<file path="src/rtl/fs_pkg.sv">
// Shared types and constants for the five-in-a-row move sequencer.
// Cell and winner encodings match the board RAM and display logic.
package fs_pkg;

  localparam int FS_COORD_W = 4;

  localparam logic [1:0] CELL_EMPTY = 2'b00;
  localparam logic [1:0] CELL_P1    = 2'b01;
  localparam logic [1:0] CELL_P2    = 2'b10;

  localparam logic [1:0] WIN_NONE = 2'b00;
  localparam logic [1:0] WIN_P1   = 2'b01;
  localparam logic [1:0] WIN_P2   = 2'b10;
  localparam logic [1:0] WIN_DRAW = 2'b11;

  typedef enum logic [2:0] {
    S_IDLE,
    S_READ,
    S_EVAL,
    S_WRITE,
    S_CHECK,
    S_OVER,
    S_CLEAR
  } state_t;

  function automatic logic [1:0] stone(input logic t);
    return t ? CELL_P2 : CELL_P1;
  endfunction

endpackage

</file>
<file path="src/rtl/fs_edge_det.sv">
// Rising-edge detector for a clk-synchronous button level.
// The level is registered once, so the edge appears a cycle after it rises.
module fs_edge_det (
  input  logic clk,
  input  logic resetn,
  input  logic i_lvl,
  output logic o_rise
);

  logic r_smp;
  logic r_prev;

  always_ff @(posedge clk or negedge resetn) begin
    if (!resetn) begin
      r_smp  <= 1'b0;
      r_prev <= 1'b0;
    end else begin
      r_smp  <= i_lvl;
      r_prev <= r_smp;
    end
  end

  assign o_rise = r_smp & ~r_prev;

endmodule

</file>
<file path="src/rtl/fs_move_ctrl.sv">
// Move sequencer: cursor, button decode, read-check-write placement,
// win-checker handoff and new-game clearing for the five-in-a-row board.
module fs_move_ctrl
  import fs_pkg::*;
#(
  parameter int COORD_W = FS_COORD_W,
  parameter int CELLS   = 1 << (2 * COORD_W)
) (
  input  logic                 clk,
  input  logic                 resetn,
  input  logic                 btn_x,
  input  logic                 btn_y,
  input  logic                 btn_place,
  input  logic                 new_game,
  output logic [2*COORD_W-1:0] loca,
  output logic [2*COORD_W-1:0] rd_addr,
  input  logic [1:0]           rd_data,
  output logic                 wr_en,
  output logic [2*COORD_W-1:0] wr_addr,
  output logic [1:0]           wr_data,
  output logic                 clr_req,
  input  logic                 clr_done,
  output logic                 chk_start,
  input  logic                 chk_done,
  input  logic                 chk_win,
  output logic                 turn,
  output logic                 illegal,
  output logic                 busy,
  output logic                 game_over,
  output logic [1:0]           winner
);

  localparam int AW = 2 * COORD_W;
  localparam int CW = AW + 1;
  localparam logic [CW-1:0] LP_CELLS = CW'(CELLS);

  state_t             r_state;
  state_t             w_nxt;
  logic [COORD_W-1:0] r_x;
  logic [COORD_W-1:0] r_y;
  logic               r_turn;
  logic [CW-1:0]      r_cnt;
  logic [1:0]         r_win;
  logic               r_chk_first;

  logic w_ex;
  logic w_ey;
  logic w_ep;
  logic w_step_x;
  logic w_step_y;
  logic w_inc;
  logic w_toggle;
  logic w_set_win;
  logic [1:0] w_win_val;
  logic w_clr_fin;

  fs_edge_det u_ed_x (
    .clk    (clk),
    .resetn (resetn),
    .i_lvl  (btn_x),
    .o_rise (w_ex)
  );

  fs_edge_det u_ed_y (
    .clk    (clk),
    .resetn (resetn),
    .i_lvl  (btn_y),
    .o_rise (w_ey)
  );

  fs_edge_det u_ed_p (
    .clk    (clk),
    .resetn (resetn),
    .i_lvl  (btn_place),
    .o_rise (w_ep)
  );

  always_comb begin
    w_nxt     = r_state;
    w_step_x  = 1'b0;
    w_step_y  = 1'b0;
    w_inc     = 1'b0;
    w_toggle  = 1'b0;
    w_set_win = 1'b0;
    w_win_val = WIN_NONE;
    w_clr_fin = 1'b0;
    wr_en     = 1'b0;
    chk_start = 1'b0;
    illegal   = 1'b0;
    // new_game preempts everything, including a write due this cycle
    if (new_game) begin
      w_nxt = S_CLEAR;
    end else begin
      unique case (r_state)
        S_IDLE: begin
          if (w_ep) begin
            w_nxt = S_READ;
          end else begin
            w_step_x = w_ex;
            w_step_y = w_ey;
          end
        end
        S_READ: w_nxt = S_EVAL;
        S_EVAL: begin
          if (rd_data != CELL_EMPTY) begin
            illegal = 1'b1;
            w_nxt   = S_IDLE;
          end else begin
            w_nxt = S_WRITE;
          end
        end
        S_WRITE: begin
          wr_en = 1'b1;
          w_inc = 1'b1;
          w_nxt = S_CHECK;
        end
        S_CHECK: begin
          chk_start = r_chk_first;
          if (chk_done) begin
            if (chk_win) begin
              w_set_win = 1'b1;
              w_win_val = r_turn ? WIN_P2 : WIN_P1;
              w_nxt     = S_OVER;
            end else if (r_cnt == LP_CELLS) begin
              w_set_win = 1'b1;
              w_win_val = WIN_DRAW;
              w_nxt     = S_OVER;
            end else begin
              w_toggle = 1'b1;
              w_nxt    = S_IDLE;
            end
          end
        end
        S_OVER: w_nxt = S_OVER;
        S_CLEAR: begin
          if (clr_done) begin
            w_clr_fin = 1'b1;
            w_nxt     = S_IDLE;
          end
        end
        default: w_nxt = S_IDLE;
      endcase
    end
  end

  always_ff @(posedge clk or negedge resetn) begin
    if (!resetn) begin
      r_state     <= S_IDLE;
      r_x         <= '0;
      r_y         <= '0;
      r_turn      <= 1'b0;
      r_cnt       <= '0;
      r_win       <= WIN_NONE;
      r_chk_first <= 1'b0;
    end else begin
      r_state     <= w_nxt;
      r_chk_first <= (r_state == S_WRITE);
      if (w_clr_fin) begin
        r_x    <= '0;
        r_y    <= '0;
        r_turn <= 1'b0;
        r_cnt  <= '0;
        r_win  <= WIN_NONE;
      end else begin
        if (w_step_x) r_x <= r_x + COORD_W'(1);
        if (w_step_y) r_y <= r_y + COORD_W'(1);
        if (w_inc) r_cnt <= r_cnt + CW'(1);
        if (w_toggle) r_turn <= ~r_turn;
        if (w_set_win) r_win <= w_win_val;
      end
    end
  end

  assign loca      = {r_y, r_x};
  assign rd_addr   = loca;
  assign wr_addr   = loca;
  assign wr_data   = stone(r_turn);
  assign clr_req   = (r_state == S_CLEAR);
  assign turn      = r_turn;
  assign winner    = r_win;
  assign game_over = (r_state == S_OVER);
  assign busy      = (r_state != S_IDLE) && (r_state != S_OVER);

endmodule

</file>
<file path="config.mk">
export PLATFORM = sky130hd
export DESIGN_NAME = fs_move_ctrl
export DESIGN_NICKNAME = d
export VERILOG_FILES = /design/src/rtl/fs_pkg.sv /design/src/rtl/fs_edge_det.sv /design/src/rtl/fs_move_ctrl.sv
export SDC_FILE = /design/constraint.sdc
export NUM_CORES = 1
export LEC_CHECK = 0
export CORE_ASPECT_RATIO = 1.25
export CORE_MARGIN = 2
export CORE_UTILIZATION = 30
export CTS_CLUSTER_SIZE = 14
export DETAILED_ROUTE_END_ITERATION = 10
export GPL_TIMING_DRIVEN = 0
export PLACE_DENSITY = 0.6
export SYNTH_ARGS = -nofsm -noshare
export SYNTH_HDL_FRONTEND = slang
export SYNTH_SLANG_ARGS = --single-unit
</file>
<file path="constraint.sdc">
create_clock -name clk -period 2.5 [get_ports clk]
set_clock_uncertainty 0.2 [all_clocks]
set_input_delay 0.25 -clock clk [delete_from_list [all_inputs] [get_ports clk]]
set_output_delay 0.25 -clock clk [all_outputs]
set_load 0.05 [all_outputs]
</file>
==> flow_summary_export.csv <==
group,metric,value,unit
floorplan,io_pins,46,
synth,synth_top_area_share,45.6,%
final_layout,stdcell_area,0.00228,mm²
pwr,sequentialPowerShare,32.9,%
final_layout,diodes,0,
grt,grt-ovfl-total,0,
grt,grt_max_degree,31,
cts,path_clk_slew,0.06,ns
placed_design,place.gp.congestion,0.694,
final_layout,final_nets,231,
pwr,p_sw,0.712,mW
cts,htreeDepth,2,
critical_path,arrival,1.95,ns
synth,synthTopCellsByArea,"dfrtp_1 (46%), buf_4 (7.8%), xor2_1 (4.3%)",
critical_path,path_class,"flop to output pin",
sta,setup_viol,0,
synth,synth_most_common_cell,"dfrtp_1",
final_layout,syn2layout_area_growth,38.6,%
synth,ys_ff_latch,30,
cts,cts_sinks,30,
synth,netlist_instances,163,
pwr,p_per_area,797,mW/mm²
critical_path,cp_max_fo,10,
placed_design,placed_cell_area,0.00218,mm²
synth,synth_xor_xnor_area_share,5.32,%
pwr,p_sw_share,39.2,%
critical_path,startpoint_type,"flop",
routing,routed_wl,3340,µm
synth,synth_compound_area_share,7.98,%
pwr,p_leak,1.02,nW
sta,tightestPinTransition,0.659,ns
routing,post_drt_wl_per_cell,11.9,µm
pwr,cell_internal_pwr,1.10,mW
pwr,vdd_drop_max,0.522,mV
critical_path,cpLargestDelayFamily,"buffers and inverters",
sta,hold_violations,0,
critical_path,cp-startpoint,"r_state[2]",
grt,grt_first_pass_wirelength,5580,µm
synth,syn_avg_cell_area,10.1,µm²
flow_run,cap_violations,0,
synth,yosys.area.top_type,"dfrtp_1",
placed_design,pre_cts_slack,-0.269,ns
pwr,finalPower,1.82,mW
final_layout,finalCoreUtilization,42.5,%
synth,synth_edf_count,0,
synth,synth_top_family_by_area,"simple AND/OR/NAND/NOR gates",
cts,clock_path_buffers,2,
placed_design,io_buffers,45,
synth,yosysUniqueCellTypes,34,
critical_path,end_kind,"output pin",
routing,viasPerCell,4.54,
pwr,p_comb_share,41.0,%
synth,seq_area_frac_synth,45.6,%
outcome,status,"finished, final reports clean",
floorplan,core.rowCount,30,
floorplan,die_h,86.8,µm
cts,clock_latency,0.28,ns
synth,syn-num-nets,178,
synth,ys_async_sr_fraction,100,%
routing,drc,0,
synth,yosys.area_share.simple,25.1,%
floorplan,start_util,30.7,%
cts,cts_tree,"yes",
synth,synthTopCellsByCount,"dfrtp_1 (30), nor2_1 (18), buf_4 (17)",
grt,antenna_found_initial,0,
sta,setup_tns,0,ns
sta,maxSlewViolCount,0,
synth,synth_fa_ha_area_share,3.04,%
routing,first_pass_iters,4,
critical_path,r2r_start,"r_cnt[0]",
cts,cts-buffers-inserted,5,
sta,fin_crit,2.40,ns
critical_path,slowest_delay,0.56,ns
critical_path,crit_chain,"buf_2 -> and4bb_2 -> buf_2 -> dlygate4sd2_1",
critical_path,critPathRequiredTime,2.05,ns
routing,antenna_left,0,
pwr,pwr-share-clk,26.1,%
grt,grt_pass1_vias,1180,
critical_path,crit_top_cell,"buf_2",
grt,grt_usage,11.5,%
synth,synthMuxAreaShare,2.43,%
floorplan,dieArea,0.00610,mm²
floorplan,die_w,70.2,µm
sta,fin_ws,0.0958,ns
min_path,min_from,"u_ed_y.r_smp",
min_path,hold_path_class,"flop to flop",
sta,fmax,416,MHz
synth,synth_warnings,0,
cts,clk_root_buffer_cell,"clkbuf_8",
critical_path,critPathSlowestCell,"dlygate4sd2_1",
synth,netlist_area,0.00165,mm²
floorplan,core_area,0.00537,mm²
routing,drtIter0Drc,37,
synth,ys.flop_type,"dfrtp_1",
routing,vias,1276,
placed_design,dp_hpwl,2530,µm
critical_path,path_buf_inv,3,
sta,relSlewSlack,56.1,%
sta,period_share,96.2,%
final_layout,layout-drive-gt1-share,19.4,%
sta,rsz0062_at_grt,"false",
power groups by stage:
stage / registers, mW / clock network (mW) / logic, mW
6_report: 0.597 / 0.474 / 0.745
3_5_place_dp: 0.609 / 0 / 0.759
3_3_place_gp: 0.608 / 0 / 0.756
5_1_grt: 0.609 / 0.504 / 0.794
4_1_cts: 0.600 / 0.488 / 0.751
2_1_floorplan: 0.710 / 0 / 0.418
metrics by stage:
stage,hold WS [ns],instances
floorplan,-0.246,163
global placement,0.157,272
detailed placement,0.165,272
CTS,0.181,280
global route,0.192,281
finish,0.174,281
cells in the final DEF (no fill, tap or decap), types with 2 or more instances in the layout:
cell | netlist | routed
nor4b_2 | 2 | 2
clkbuf_8 | 0 | 5
dlygate4sd2_1 | 0 | 4
ha_1 | 4 | 4
nor2b_1 | 7 | 7
inv_1 | 4 | 4
clkbuf_2 | 0 | 2
xor2_1 | 8 | 8
clkinv_2 | 0 | 2
nor2_1 | 18 | 18
nand3_1 | 8 | 8
and2_1 | 3 | 3
xnor2_1 | 2 | 2
dfrtp_1 | 30 | 30
clkdlybuf4s50_1 | 0 | 38
a21oi_1 | 8 | 8
a32oi_1 | 2 | 2
mux2i_1 | 4 | 4
or3_1 | 4 | 4
o21ai_0 | 8 | 8
nand2_1 | 7 | 7
buf_2 | 3 | 4
buf_4 | 17 | 17
nand2b_1 | 3 | 3
and3_1 | 2 | 2
nand4_1 | 6 | 6
logic make-up (layout without fill, tap and decap cells):
kind of cell | after synthesis | count (layout)
multiplexers | 4 | 4
AO/OA/AOI/OAI | 20 | 20
AND/OR/NAND/NOR | 69 | 69
flip-flops | 30 | 30
adder cells (fa/ha/maj) | 4 | 4
buffers and inverters | 26 | 80
XOR/XNOR | 10 | 10
metal layers:
metal	part of all wire, %	wire [µm]	track usage (%)
met5	0	0	0
met4	2.0	67	5.24
met3	3.6	120	2.44
met2	49	1620	19.4
met1	46	1530	14.2
path summary, 6_finish.rpt:
path / slack [ns] / cells past startpoint / endpoint
hold reg to reg: 0.17 / 0 / u_ed_y.r_prev
min in group asynchronous: 0.34 / 2 / u_ed_x.r_smp
setup reg to reg: 0.52 / 6 / winner[0]
setup / recovery: 0.1 / 4 / wr_en
hold / removal: 0.17 / 0 / u_ed_y.r_prev
max in group asynchronous: 1.33 / 2 / r_y[0]
area by class of cell:
type / count / area [µm²]
buffer: 22 / 158
sequential: 30 / 751
clock buffer: 5 / 68.8
timing repair buffer: 46 / 440
multi-input combinational: 107 / 727
tap: 64 / 80.1
clock inverter: 3 / 40.0
fill: 552 / 3090
inverter: 4 / 15.0
state kept, by name, summed over array words and instances, names as in the netlist:
signal / flops
r_cnt: 9
r_x: 4
r_y: 4
r_state: 3
winner: 2
r_chk_first: 1
turn: 1
u_ed_p.r_prev: 1
u_ed_p.r_smp: 1
u_ed_x.r_prev: 1
u_ed_x.r_smp: 1
u_ed_y.r_prev: 1
u_ed_y.r_smp: 1
what timing repair did:
item	4_1_cts	5_1_grt
buffers inserted	0	0
endpoints found under the setup margin	6	2
endpoints found under the hold margin	0	30
hold buffers	0	1
gates resized for setup	6	4
Note: power is estimated with default switching activity, not from simulation.
